File: src/rtl/booth_product_accumulator.sv
// Saturating signed accumulator for a stream of Booth multiplier products.
// A programmed count of products is summed and the result is held on a valid/ready port.
//
// state | meaning
// IDLE  | waiting for start; last result and overflow flag kept visible
// ACCUM | accepting products until the programmed count is reached
// HOLD  | final sum presented on acc_out until acc_ready

module booth_product_accumulator #(
  parameter int PROD_W = 16,
  parameter int ACC_W  = 24,
  parameter int LEN_W  = 8
) (
  input  logic              clk,
  input  logic              rst_n,
  input  logic              start,
  input  logic [LEN_W-1:0]  len,
  input  logic              prod_valid,
  input  logic [PROD_W-1:0] prod,
  output logic              prod_ready,
  output logic [ACC_W-1:0]  acc_out,
  output logic              acc_valid,
  input  logic              acc_ready,
  output logic              overflow,
  output logic              busy
);

  typedef enum logic [1:0] {
    IDLE  = 2'd0,
    ACCUM = 2'd1,
    HOLD  = 2'd2
  } state_t;

  localparam logic [ACC_W-1:0] ACC_MAX = {1'b0, {(ACC_W-1){1'b1}}};
  localparam logic [ACC_W-1:0] ACC_MIN = {1'b1, {(ACC_W-1){1'b0}}};

  state_t            state;
  logic [LEN_W-1:0]  remaining;
  logic [ACC_W:0]    sum_wide;
  logic              sat_pos;
  logic              sat_neg;
  logic [ACC_W-1:0]  sum_sat;

  // One guard bit: the top two bits disagree exactly when the true sum leaves the ACC_W range.
  always_comb begin
    sum_wide = {acc_out[ACC_W-1], acc_out}
             + {{(ACC_W+1-PROD_W){prod[PROD_W-1]}}, prod};
    sat_pos  = ~sum_wide[ACC_W] &  sum_wide[ACC_W-1];
    sat_neg  =  sum_wide[ACC_W] & ~sum_wide[ACC_W-1];
    if (sat_pos) begin
      sum_sat = ACC_MAX;
    end else if (sat_neg) begin
      sum_sat = ACC_MIN;
    end else begin
      sum_sat = sum_wide[ACC_W-1:0];
    end
  end

  assign prod_ready = (state == ACCUM);

  always_ff @(posedge clk or negedge rst_n) begin
    if (!rst_n) begin
      state     <= IDLE;
      acc_out   <= '0;
      acc_valid <= 1'b0;
      overflow  <= 1'b0;
      busy      <= 1'b0;
      remaining <= '0;
    end else begin
      case (state)
        IDLE: begin
          if (start) begin
            acc_out   <= '0;
            overflow  <= 1'b0;
            remaining <= len;
            busy      <= 1'b1;
            if (len == '0) begin
              state     <= HOLD;
              acc_valid <= 1'b1;
            end else begin
              state     <= ACCUM;
            end
          end
        end
        ACCUM: begin
          if (prod_valid) begin
            acc_out   <= sum_sat;
            remaining <= remaining - LEN_W'(1);
            if (sat_pos || sat_neg) begin
              overflow <= 1'b1;
            end
            if (remaining == LEN_W'(1)) begin
              state     <= HOLD;
              acc_valid <= 1'b1;
            end
          end
        end
        HOLD: begin
          if (acc_ready) begin
            state     <= IDLE;
            acc_valid <= 1'b0;
            busy      <= 1'b0;
          end
        end
        default: begin
          state     <= IDLE;
          acc_valid <= 1'b0;
          busy      <= 1'b0;
        end
      endcase
    end
  end

endmodule

File: config.mk
export PLATFORM = sky130hd
export DESIGN_NAME = booth_product_accumulator
export DESIGN_NICKNAME = d
export VERILOG_FILES = /design/src/rtl/booth_product_accumulator.sv
export SDC_FILE = /design/constraint.sdc
export NUM_CORES = 1
export LEC_CHECK = 0
export BUFFER_PORTS_ARGS = -buffer_cell sky130_fd_sc_hd__buf_2
export CORE_ASPECT_RATIO = 0.5
export CORE_MARGIN = 8
export CORE_UTILIZATION = 53
export DETAILED_ROUTE_END_ITERATION = 16
export GPL_TIMING_DRIVEN = 0
export HOLD_SLACK_MARGIN = 0.06
export PLACE_DENSITY = 0.82
export SKIP_LAST_GASP = 1
export SYNTH_ARGS = -nofsm -noshare
export SYNTH_HDL_FRONTEND = slang
export SYNTH_SLANG_ARGS = --single-unit
File: constraint.sdc
create_clock -name clk -period 9.65 [get_ports clk]
set_input_delay 0.965 -clock clk [delete_from_list [all_inputs] [get_ports clk]]
set_output_delay 0.965 -clock clk [all_outputs]
set_load 0.05 [all_outputs]
Word-level counts from Yosys, hierarchy flattened:

Index checks and enable logic that the tools add are counted.

* equal/unequal tests: 9
* add/sub/neg operators: 2
* reduce and logical (&&, ||, !) cells: 9
* bitwise logic cells: 5
* muxes and demuxes: 26

Operators with widths (count)
* 24-bit 2-to-1 mux: 4
* 24-bit one-hot mux with 2 select lines: 1
* 24-bit by 16-bit adder with 25-bit output: 1
* 8-bit 2-to-1 mux: 2
* 8-bit one-hot mux with 2 select lines: 1
* 2-bit 2-to-1 mux: 5
* 1-bit 2-to-1 mux: 9
* 8-bit by 1-bit equality test with 1-bit output (second input constant): 1
* 8-bit logical NOT: 1
* 2-bit inequality test (second input constant): 4
* 4-bit AND reduction: 2
* 8-bit by 1-bit subtractor with 8-bit output (second input constant): 1
* 1-bit one-hot mux with 3 select lines: 2
* 2-bit one-hot mux with 3 select lines: 1
* 3-bit AND reduction: 2
* 5-bit AND reduction: 1
* 2-bit by 1-bit inequality test with 1-bit output (second input constant): 2
* 1-bit inverter: 3
* 1-bit AND: 2
* 2-bit by 1-bit equality test with 1-bit output (second input constant): 1
* 2-bit equality test (second input constant): 1
* 2-bit logical NOT: 1
* 1-bit one-hot mux with 2 select lines: 1
* 2-bit nonzero test: 1
* 1-bit logical OR: 1

* bits in registers: 37
* logic and storage cells: 57
* output and inout bits: 28
* input port bits: 29

Logic depth before layout (Yosys ltp):

Gate-level depths: netlist of the first run.

* depth in word-level cells: 7
* mapped depth: 15
* gate-level depth less buffers: 13

Worst setup path after synthesis of the first run:

Ideal clock, no wire load.

* kind: input to register
* start point: input port prod[1]
* end point: register acc_out[14]
* buffers on the path: 2
* arrival: 3.718 ns
* required time: 9.583 ns
* cell stages on the path: 13
* path slack: 5.865 ns
* cells stage by stage: ha_1 -> a211o_1 -> a211oi_2 -> o21a_1 -> o21a_1 -> o41ai_2 -> a31oi_1 -> xnor2_1 -> ha_1 -> and3_1 -> buf_1 -> clkbuf_1 -> a221o_1

* longest elaborated chain between the ends: 7
* elaborated cells on any way between the ends: 9

RTL lines
* start, declared: RTL line 19 `input logic [PROD_W-1:0] prod,`
* 24-bit by 16-bit adder with 25-bit output (*): RTL line 47 `+ {{(ACC_W+1-PROD_W){prod[PROD_W-1]}}, prod};`
* 1-bit inverter: RTL line 49 `sat_neg = sum_wide[ACC_W] & ~sum_wide[ACC_W-1];`
* 1-bit AND: RTL line 49
* 24-bit 2-to-1 mux: RTL line 52 `end else if (sat_neg) begin`
* 24-bit 2-to-1 mux (*): RTL line 50 `if (sat_pos) begin`
* 24-bit 2-to-1 mux (*): RTL line 86 `if (prod_valid) begin`
* 24-bit one-hot mux with 2 select lines (*): RTL line 70 `case (state)`
* end signal, assigned: RTL line 87 `acc_out <= sum_sat;`
* end, declared: RTL line 21 `output logic [ACC_W-1:0] acc_out,`

Every way passes the cells marked *; elsewhere a longest branch is shown, timed or not. The select of a mux whose other input is x is not followed.
A chain may end at the register's enable or synchronous reset.

Final worst setup path of the first run:

* start point: input port prod[1]
* end point: register acc_out[15]

Same word-level chain as after synthesis.

==> run metrics, run 1 <==
antenna viol nets, final 0; n_diodes 0; DRT Pass-1 Iters 5; core area 5350 um^2; CTS Buffer Depth 2; post-CTS setup buffers 0; vias per cell 6.00; Synthesized Nets 383; row count 19; nets 446; Filler Cells Inserted 475; CP required 9.88 ns; Cell Area, Synth 2870 um^2; asr flop ratio synth 1.00; Final Hold Viols 0; Reg area 926 um^2; status finished clean; clk_lat worst skew 0.30 ns; HPWL after DPL 5.73 mm; layout cell share with drive strength beyond 1 0.201; TNS Setup 0 ns; fin crit period 4.32 ns; Max rail drop VDD 0.000182 V; drt wl/cell 16.6 um; arrival time worst endpoint 4.55 ns; area share of the largest cell type after synthesis 0.323; final setup margin 5.33 ns; final core utilization 0.622; most frequent cells after synthesis 38 x nand2_1, 37 x dfrtp_1, 35 x a21oi_1; Initial DRC Count 174; Tcrit/Tclk final 0.448; CTS tree yes; vias in the first global route 2,808; hold buffers post-CTS 0; # H-tree levels 2; Yosys top cell by area dfrtp_1; warnings from Yosys 0; Reg2Reg Depth 13; Synth cell types 54; antenna violations before repair 0; I/O Buffers 56; Die Width 120 um; clock sink count 37; Root Buffer clkbuf_8; CP Class in2reg; top-level port count 57; Initial Util 0.536; first-pass GRT wire length 12.8 mm; Hold Crit Depth 2; Setup Skew 0.00815 ns; die footprint 8160 um^2; area of the multi-input gates 1830 um^2; top-count cell post-synth nand2_1; Pwr per Cell Area 369 nW/um^2; all-layer global routing usage 0.188; slew at the pin closest to its max-slew limit 0.877 ns; count of state elements after synthesis 37; Layout area overhead 16.0%; sequential cell area fraction in the yosys report 0.323; clock edge transition at the registers on the reported setup and hold paths 0.08 ns; global route overflow 0; vias 2,768; Die Y 68.0 um; Max-cap violations 0; nature of the critical path startpoint input port; post-CTS resize count 0; routability cong. 0.916; Synth Flop Type dfrtp_1; Synth area leaders dfrtp_1 32%, ha_1 12%, a221o_1 6.3%; crit path max fanout 10; Post-Syn Instances 325; RSZ-0062 raised after global routing false; Final Max Slew Viols 0; CTS buffer count 5; Mapped Avg Cell Area 8.82 um^2; dpl ws 5.10 ns; Lkg Pwr 1.64 nW; largest net degree at the start of global routing 38; Post-synth EDFFs 0; Final setup viols 0; drc violations 0; slew margin rel. 0.415; crit end category register; Routed WL 7.64 mm; worst min path class reg2reg; fmax 231 MHz
## registers in the layout, summed over array words and instances (netlist names)
| signal | cells |
|---|---|
| acc_valid | 1 |
| busy | 1 |
| remaining | 8 |
| acc_out | 24 |
| overflow | 1 |
| state | 2 |
## cells in the final DEF (no fill, tap or decap), drive strengths merged, types with 2 or more instances in the layout
master	instances
buf	61
nand2	38
dfrtp	37
a21oi	36
ha	28
o21ai	24
nor2	22
a221o	18
inv	14
clkbuf	14
xnor2	13
xor2	9
nor3	6
and3	5
o211ai	5
a21o	5
nand3	4
a31oi	4
nand2b	3
or3	3
o21a	3
and2	2
nand4b	2
nand4	2
o2bb2ai	2
a211o	2
nor2b	2
o311ai	2
o22ai	2
nor4	2
a21boi	2
a211oi	2
o221ai	2
## per-layer routing
layer | share of wire | routed length (um) | GRT usage | vias to the layer above
met5 | 0 | 0 | 0 | -
met4 | 0.016 | 119 | 0.0678 | 0
met3 | 0.046 | 354 | 0.0321 | 16
met2 | 0.48 | 3640 | 0.337 | 96
met1 | 0.46 | 3520 | 0.230 | 1321
li1 | - | - | - | 1335
## power breakdown
part	switching [mW]	total [mW]	internal (mW)
registers	0.0543	0.277	0.223
logic	0.541	0.836	0.295
clock network	0.0587	0.115	0.0568
total	0.654	1.23	0.575
## final cells by class
| type | count | area share |
|---|---|---|
| multi-input combinational | 262 | 0.550 |
| sequential | 37 | 0.278 |
| timing repair buffer | 56 | 0.0843 |
| tap | 73 | 0.0275 |
| clock buffer | 7 | 0.0260 |
| buffer | 12 | 0.0181 |
| inverter | 14 | 0.0158 |
## final timing paths
check / end / slack, ns / from
max: acc_out[15] / 5.33 / prod[1]
min: overflow / 0.50 / overflow
max reg2reg: acc_out[15] / 5.71 / acc_out[1]
min reg2reg: overflow / 0.50 / overflow
max in group asynchronous: overflow / 8.32 / rst_n
min in group asynchronous: acc_out[17] / 0.78 / rst_n
## kinds of logic (layout without fill, tap and decap cells)
| group | after synthesis | after routing | share of synthesized area |
|---|---|---|---|
| compound gates | 116 | 116 | 0.284 |
| xor+xnor | 22 | 22 | 0.0672 |
| fa+ha+maj | 29 | 29 | 0.129 |
| buf+inv | 26 | 89 | 0.0393 |
| flops | 37 | 37 | 0.323 |
| mux | 1 | 1 | 0.00393 |
| simple gates | 94 | 94 | 0.154 |
## through the flow
stage          hold slack (ns)  power (mW)  area (um^2)  std cells
4_1_cts                  0.496        1.23         3330        461
3_5_place_dp             0.477        1.10         3240        454
6_report                 0.501        1.23         3330        461
5_1_grt                  0.542        1.32         3330        461
3_3_place_gp             0.472        1.07         3240        454
2_1_floorplan            0.515       0.916         2870        325
## worst max-delay path: stages
cell and delay, ns:
buf_2 0.11, ha_1 0.31, a211o_1 0.34, a211oi_2 0.37, o21a_1 0.18, o21a_1 0.18
o41ai_2 0.10, a31oi_1 0.30, xnor2_1 0.16, ha_1 0.32, and3_1 0.20, buf_1 0.38
clkbuf_1 0.43, a221o_1 0.19
(Power assumes the default switching activity.)
==> run 2, diff against run 1 <==
--- a/config.mk
+++ b/config.mk
@@ -5,6 +5,7 @@
 export SDC_FILE = /design/constraint.sdc
 export NUM_CORES = 1
 export LEC_CHECK = 0
+export ABC_AREA = 1
 export BUFFER_PORTS_ARGS = -buffer_cell sky130_fd_sc_hd__buf_2
 export CORE_ASPECT_RATIO = 0.5
 export CORE_MARGIN = 8
@@ -12,7 +13,7 @@
 export DETAILED_ROUTE_END_ITERATION = 16
 export GPL_TIMING_DRIVEN = 0
 export HOLD_SLACK_MARGIN = 0.06
-export PLACE_DENSITY = 0.82
+export PLACE_DENSITY = 0.8
 export SKIP_LAST_GASP = 1
 export SYNTH_ARGS = -nofsm -noshare
 export SYNTH_HDL_FRONTEND = slang
==> constraint.sdc (replaced) <==
create_clock -name clk -period 4.1 [get_ports clk]
set_input_delay 0.41 -clock clk [delete_from_list [all_inputs] [get_ports clk]]
set_output_delay 0.41 -clock clk [all_outputs]
set_load 0.05 [all_outputs]
==> run metrics, run 2 <==
status finished clean; CTS tree yes; TNS Setup 0 ns (unchanged); largest net degree at the start of global routing 38 (unchanged); row count 21 (+2); nature of the critical path startpoint register; Setup Skew 0.00686 ns (-0.00129 ns); Final Max Slew Viols 0 (unchanged); Initial DRC Count 332 (+91%); Die Y 74.1 um (+8.9%); largest register by flop count acc_out; Lkg Pwr 2.43 nW (+49%); max reg flops 24 (unchanged); CTS buffer count 5 (unchanged); top-level port count 57 (unchanged); Finished Layout Cells 738 (+60%); drc violations 0 (unchanged); nets 703 (+58%); CP max stage delay 0.44 ns (about the same); reg2reg end acc_out[15]; hold buffers post-CTS 0 (unchanged); CP required 4.29 ns (-5.59 ns); n_diodes 0 (unchanged); RSZ-0062 raised after global routing false; Reg2Reg Depth 18 (+5); Routed WL 9.88 mm (+29%); vias in the first global route 3,646 (+30%); die footprint 9790 um^2 (+20%); arrival time worst endpoint 3.65 ns (-0.90 ns); Crit-path slowest cell fa_1; clock edge transition at the registers on the reported setup and hold paths 0.06 ns (-0.02 ns); reg2reg setup slack 0.64 ns (-5.07 ns); DRT Pass-1 Iters 5 (unchanged); Max-cap violations 0 (unchanged); final core utilization 0.624 (+0.00242); CP Class reg2reg; asr flop ratio synth 1.00 (unchanged); Filler Cells Inserted 657 (+38%); routability cong. 0.920 (+0.34%); Post-synth EDFFs 0 (unchanged); core area 6600 um^2 (+23%); Initial Util 0.542 (+0.00588); crit path max fanout 10 (unchanged); HPWL after DPL 7.84 mm (+37%); crit end category register; I/O Buffers 56 (unchanged); all-layer global routing usage 0.205 (+0.0165); biggest regs acc_out x24, remaining x8, state x2; Max rail drop VDD 0.000416 V (+130%); post-CTS resize count 0 (unchanged); count of state elements after synthesis 37 (unchanged); Pwr per Cell Area 859 nW/um^2 (+130%); critical-path cell list ha_1 > inv_1 > fa_1 > nor2_2 > nor2_2 > o21ai_2 > nand3_2 > nand4_1 > nand2_2 > inv_1 > ha_1 > clkbuf_1 > inv_1 > buf_4 > nand3_1 > nand2_1 > nand2_1 > nand2_1; layout cell share with drive strength beyond 1 0.150 (-0.0509); global route overflow 0 (unchanged); worst min path class in2async; area share of the largest cell type after synthesis 0.259 (-0.0638); most frequent cells after synthesis 226 x nand2_1, 93 x inv_1, 43 x nor2_1; Synthesized Nets 640 (+67%); vias 3,765 (+36%); Synth Flop Type dfrtp_1; slew margin rel. 0.415 (about the same); commonest non-fill, non-tap cell in the layout nand2_1; fmax 289 MHz; Post-Syn Instances 582 (+79%); Layout area overhead 15.2%; Root Buffer clkbuf_16; Final Hold Viols 0 (unchanged); commonest non-fill, non-tap cells in the layout 226 x nand2_1, 93 x inv_1, 58 x buf_2; Final setup viols 0 (unchanged); warnings from Yosys 0 (unchanged); first-pass GRT wire length 16.4 mm (+28%); CTS Buffer Depth 2 (unchanged); drt wl/cell 13.4 um (-19%); antenna violations before repair 0 (unchanged); slew at the pin closest to its max-slew limit 0.877 ns (+0.0000705 ns); RR Startpoint acc_out[0]; Cell Area, Synth 3570 um^2 (+25%); sequential cell area fraction in the yosys report 0.259 (-0.0638); Tcrit/Tclk final 0.844; clk_lat worst skew 0.30 ns (about the same); vias per cell 5.10 (-15%); antenna viol nets, final 0 (unchanged); fin crit period 3.46 ns; Yosys top cell by area dfrtp_1; Die Width 132 um (+10%); Synth area leaders dfrtp_1 26%, nand2_1 24%, ha_1 9.8%; top-count cell post-synth nand2_1; clock sink count 37 (unchanged); post-CTS setup buffers 0 (unchanged); # H-tree levels 2 (unchanged); Mapped Avg Cell Area 6.14 um^2 (-30%); placed cell count 730 (+61%); Synth cell types 34 (-37%)
==> run 2: cell count changes after synthesis, moves of 6 or more <==
cell     previous run  this run
nand2_2             0         6
a221o_1            18         0
xnor2_1            13         1
nand3_1             4        31
nor2_2              0         8
inv_1              14        93
a21oi_1            35        24
nand2_1            38       226
nand4_1             2         8
nor2_1             22        43
==> run 2: per-layer routing <==
| metal | track usage | up-vias | share of wire |
|---|---|---|---|
| li1 | - | 1962 | - |
| met1 | 0.254 | 1687 | 0.47 |
| met2 | 0.354 | 100 | 0.45 |
| met3 | 0.0438 | 16 | 0.059 |
| met4 | 0.0681 | 0 | 0.015 |
| met5 | 0 | - | 0 |
==> run 2: cell families after synthesis <==
kind of cell,after synthesis,share of synthesized area
buffers and inverters,108,0.118
adders and majority gates,29,0.104
AOI/OAI and AO/OA,67,0.113
muxes,1,0.00315
xor gates and xnor gates,6,0.0147
DFF,37,0.259
and+or+nand+nor,334,0.388
==> run 2: through the flow <==
step / power [mW] / worst slack [ns] / hold WS (ns) / cell area [um^2]
after floorplan: 2.54 / 1.06 / 0.114 / 3570
after global placement: 3.07 / 0.683 / 0.478 / 3970
after detailed placement: 3.11 / 0.646 / 0.488 / 3970
after CTS: 3.53 / 0.705 / 0.274 / 4120
after global routing: 3.87 / 0.405 / 0.318 / 4120
final: 3.54 / 0.638 / 0.235 / 4120
==> run 2: layout make-up <==
cell class                      instances  area [um^2]  area share
Multi-Input combinational cell        437         2230       0.541
Sequential cell                        37          926       0.225
Inverter                               99          372      0.0903
Timing Repair Buffer                   56          280      0.0681
Clock buffer                            5          125      0.0304
Tap cell                               92          115      0.0280
Buffer                                  9         51.3      0.0125
Clock inverter                          3         21.3     0.00517
==> run 2: power breakdown <==
| part | total [mW] | switching, mW | internal [mW] |
|---|---|---|---|
| clock network | 0.395 | 0.169 | 0.226 |
| logic | 2.48 | 1.72 | 0.766 |
| registers | 0.655 | 0.124 | 0.531 |
==> run 2: worst max-delay path by stage <==
stage / startpoint / to / slack [ns] / depth (start not counted)
3_5_place_dp: prod[0] / acc_out[22] / 0.65 / 19
2_1_floorplan: acc_out[0] / acc_out[19] / 1.06 / 18
5_1_grt: acc_out[0] / acc_out[22] / 0.40 / 18
3_3_place_gp: prod[0] / acc_out[22] / 0.68 / 19
6_report: acc_out[0] / acc_out[15] / 0.64 / 18
4_1_cts: acc_out[0] / acc_out[22] / 0.71 / 18
==> run 2: worst max-delay path: cells and delay by family (launching register included) <==
family | cells | cell delay, ns
flops | 1 | 0.39
buf+inv | 5 | 1.00
fa+ha+maj | 3 | 0.81
simple gates | 9 | 0.90
compound gates | 1 | 0.27
==> run 3, diff against run 2 <==
--- a/config.mk
+++ b/config.mk
@@ -9,11 +9,11 @@
 export BUFFER_PORTS_ARGS = -buffer_cell sky130_fd_sc_hd__buf_2
 export CORE_ASPECT_RATIO = 0.5
 export CORE_MARGIN = 8
-export CORE_UTILIZATION = 53
+export CORE_UTILIZATION = 52
 export DETAILED_ROUTE_END_ITERATION = 16
 export GPL_TIMING_DRIVEN = 0
 export HOLD_SLACK_MARGIN = 0.06
-export PLACE_DENSITY = 0.8
+export PLACE_DENSITY = 0.82
 export SKIP_LAST_GASP = 1
 export SYNTH_ARGS = -nofsm -noshare
 export SYNTH_HDL_FRONTEND = slang
==> constraint.sdc (replaced) <==
create_clock -name clk -period 2.85 [get_ports clk]
set_input_delay 0.285 -clock clk [delete_from_list [all_inputs] [get_ports clk]]
set_output_delay 0.285 -clock clk [all_outputs]
set_load 0.05 [all_outputs]
==> run metrics, run 3 (synthesis gave the netlist of run 2 again) <==
hold buffers post-CTS 0 (unchanged); TNS Setup 0 ns (unchanged); Lkg Pwr 2.47 nW (+1.5%); fin crit period 2.71 ns (-0.754 ns); # H-tree levels 2 (unchanged); DRT Pass-1 Iters 4 (-1); Filler Cells Inserted 630 (-4.1%); commonest non-fill, non-tap cell in the layout nand2_1; Final Hold Viols 0 (unchanged); Clk pwr share 0.107 (-0.005); Power, Total 5.38 mW (+52%); crit path max fanout 10 (unchanged); CTS buffer count 5 (unchanged); Reg area 928 um^2 (+0.27%); slew at the pin closest to its max-slew limit 0.886 ns (+0.00842 ns); antenna violations before repair 0 (unchanged); CTS tree yes; Die Y 74.6 um (+0.76%); layout cell share with drive strength beyond 1 0.178 (+0.0280); arrival time worst endpoint 2.89 ns (-0.76 ns); CP required 3.03 ns (-1.26 ns); biggest regs acc_out x24, remaining x8, state x2; vias in the first global route 3,490 (-4.3%); CP Class reg2reg; drt wl/cell 13.7 um (+2.2%); Final setup viols 0 (unchanged); placed cell count 730 (unchanged); max reg flops 24 (unchanged); CTS Buffer Depth 2 (unchanged); Tcrit/Tclk final 0.950 (+0.106); vias per cell 5.11 (+0.25%); clock sink count 37 (unchanged); final setup margin 0.141 ns (-0.496 ns); dpl ws -0.340 ns (-0.986 ns); RR Startpoint acc_out[0]; Max rail drop VDD 0.000645 V (+55%); final core utilization 0.645 (+0.0207); Reg2Reg Depth 14 (-4); switching pwr 2.99 mW (+49%); critical-path cell list ha_2 > inv_1 > fa_2 > nor2_4 > nor2_2 > o21ai_4 > nand3_2 > nand4_1 > nand2_2 > ha_1 > inv_1 > buf_4 > o21ai_0 > a22o_1; Setup Skew 0.00555 ns (-0.00131 ns); row count 21 (unchanged); Routed WL 10.2 mm (+2.9%); clock edge transition at the registers on the reported setup and hold paths 0.06 ns (about the same); WHS 0.0997 ns (-0.136 ns); clk_lat worst skew 0.29 ns (about the same); routability cong. 0.908 (-1.3%); core area 6670 um^2 (+1.2%); sequential power share 0.178 (-0.007); Comb pwr share 0.715 (+0.012); reg2reg setup slack 0.14 ns (-0.50 ns); Pwr per Cell Area 1250 nW/um^2 (+45%); die footprint 9940 um^2 (+1.6%); status finished clean; Placed Area 3970 um^2 (about the same); Finished Layout Cells 743 (+0.68%); CP max stage delay 0.42 ns (-0.02 ns); largest register by flop count acc_out; internal power 2.39 mW (+57%); post-route cell area 4300 um^2 (+4.6%); drc violations 0 (unchanged); reg2reg end acc_out[4]; all-layer global routing usage 0.204 (-0.000431); HPWL after DPL 7.74 mm (-1.2%); fmax 369 MHz (+28%); nature of the critical path startpoint register; commonest non-fill, non-tap cells in the layout 226 x nand2_1, 92 x inv_1, 58 x buf_2; Initial DRC Count 326 (-1.8%); area of the multi-input gates 2340 um^2 (+4.9%); crit end category register; nets 708 (+0.71%); Root Buffer clkbuf_16; Layout area overhead 20.4%; worst min path class in2async; first-pass GRT wire length 16.3 mm (-0.21%); slew margin rel. 0.409 (-0.00562); Initial Util 0.536 (-0.00640); Max-cap violations 0 (unchanged); antenna viol nets, final 0 (unchanged); Final Max Slew Viols 0 (unchanged); Worst path most repeated cell inv_1; I/O Buffers 56 (unchanged); Die Width 133 um (+0.84%); n_diodes 0 (unchanged); vias 3,800 (+0.93%); top-level port count 57 (unchanged); global route overflow 0 (unchanged); sw frac 0.556 (-0.0132); largest net degree at the start of global routing 38 (unchanged); RSZ-0062 raised after global routing false; Crit-path slowest cell fa_2
## run 3: changes by cell type in the layout (fill, tap and decap cells not counted), sizes merged
cell and change:
clkbuf -1, buf +6
## run 3: worst max path at each step
stage               start     endpoint  slack [ns]  depth (start not counted)
6_report       acc_out[0]   acc_out[4]        0.14                         14
3_5_place_dp      prod[0]  acc_out[16]       -0.34                         20
4_1_cts        acc_out[0]  acc_out[16]        0.06                         17
2_1_floorplan  acc_out[0]  acc_out[15]        0.02                         19
5_1_grt        acc_out[0]   acc_out[4]       0.003                         14
3_3_place_gp      prod[0]  acc_out[16]       -0.31                         20
## run 3: repair_timing
item / 4_1_cts / 5_1_grt
gates resized for setup: 7 / 17
pin swaps: 0 / 2
buffers inserted: 0 / 5
hold endpoints to repair: 0 / 0
setup endpoints to repair: 21 / 20
cloned: 0 / 1
## run 3: final cells by class
class                   count  share of cell area
clock buffers               5              0.0291
clock inverters             3             0.00494
flip-flops and latches     37               0.216
repair buffers             62              0.0797
well taps                  92              0.0267
inverters                  99              0.0875
plain buffers               8              0.0137
multi-input cells         437               0.543
## run 3: routing by layer
metal | vias to the layer above | part of all wire | global-route usage
met5 | - | 0 | 0
met2 | 122 | 0.45 | 0.337
met4 | 0 | 0.015 | 0.0715
li1 | 1960 | - | -
met1 | 1704 | 0.46 | 0.265
met3 | 14 | 0.073 | 0.0419
## run 3: worst max-delay path, delay by kind of cell, from the launching register on
kind / cells / cell delay [ns]
buf+inv: 3 / 0.34
flops: 1 / 0.37
fa+ha+maj: 3 / 0.85
simple gates: 5 / 0.54
compound gates: 3 / 0.48
## run 3: power by group through the flow
stage / combinational, mW / sequential (mW) / clock, mW
3_5_place_dp: 3.53 / 0.947 / 0
2_1_floorplan: 2.20 / 1.46 / 0
3_3_place_gp: 3.47 / 0.945 / 0
4_1_cts: 3.58 / 0.942 / 0.586
6_report: 3.85 / 0.957 / 0.576
5_1_grt: 4.25 / 0.991 / 0.610
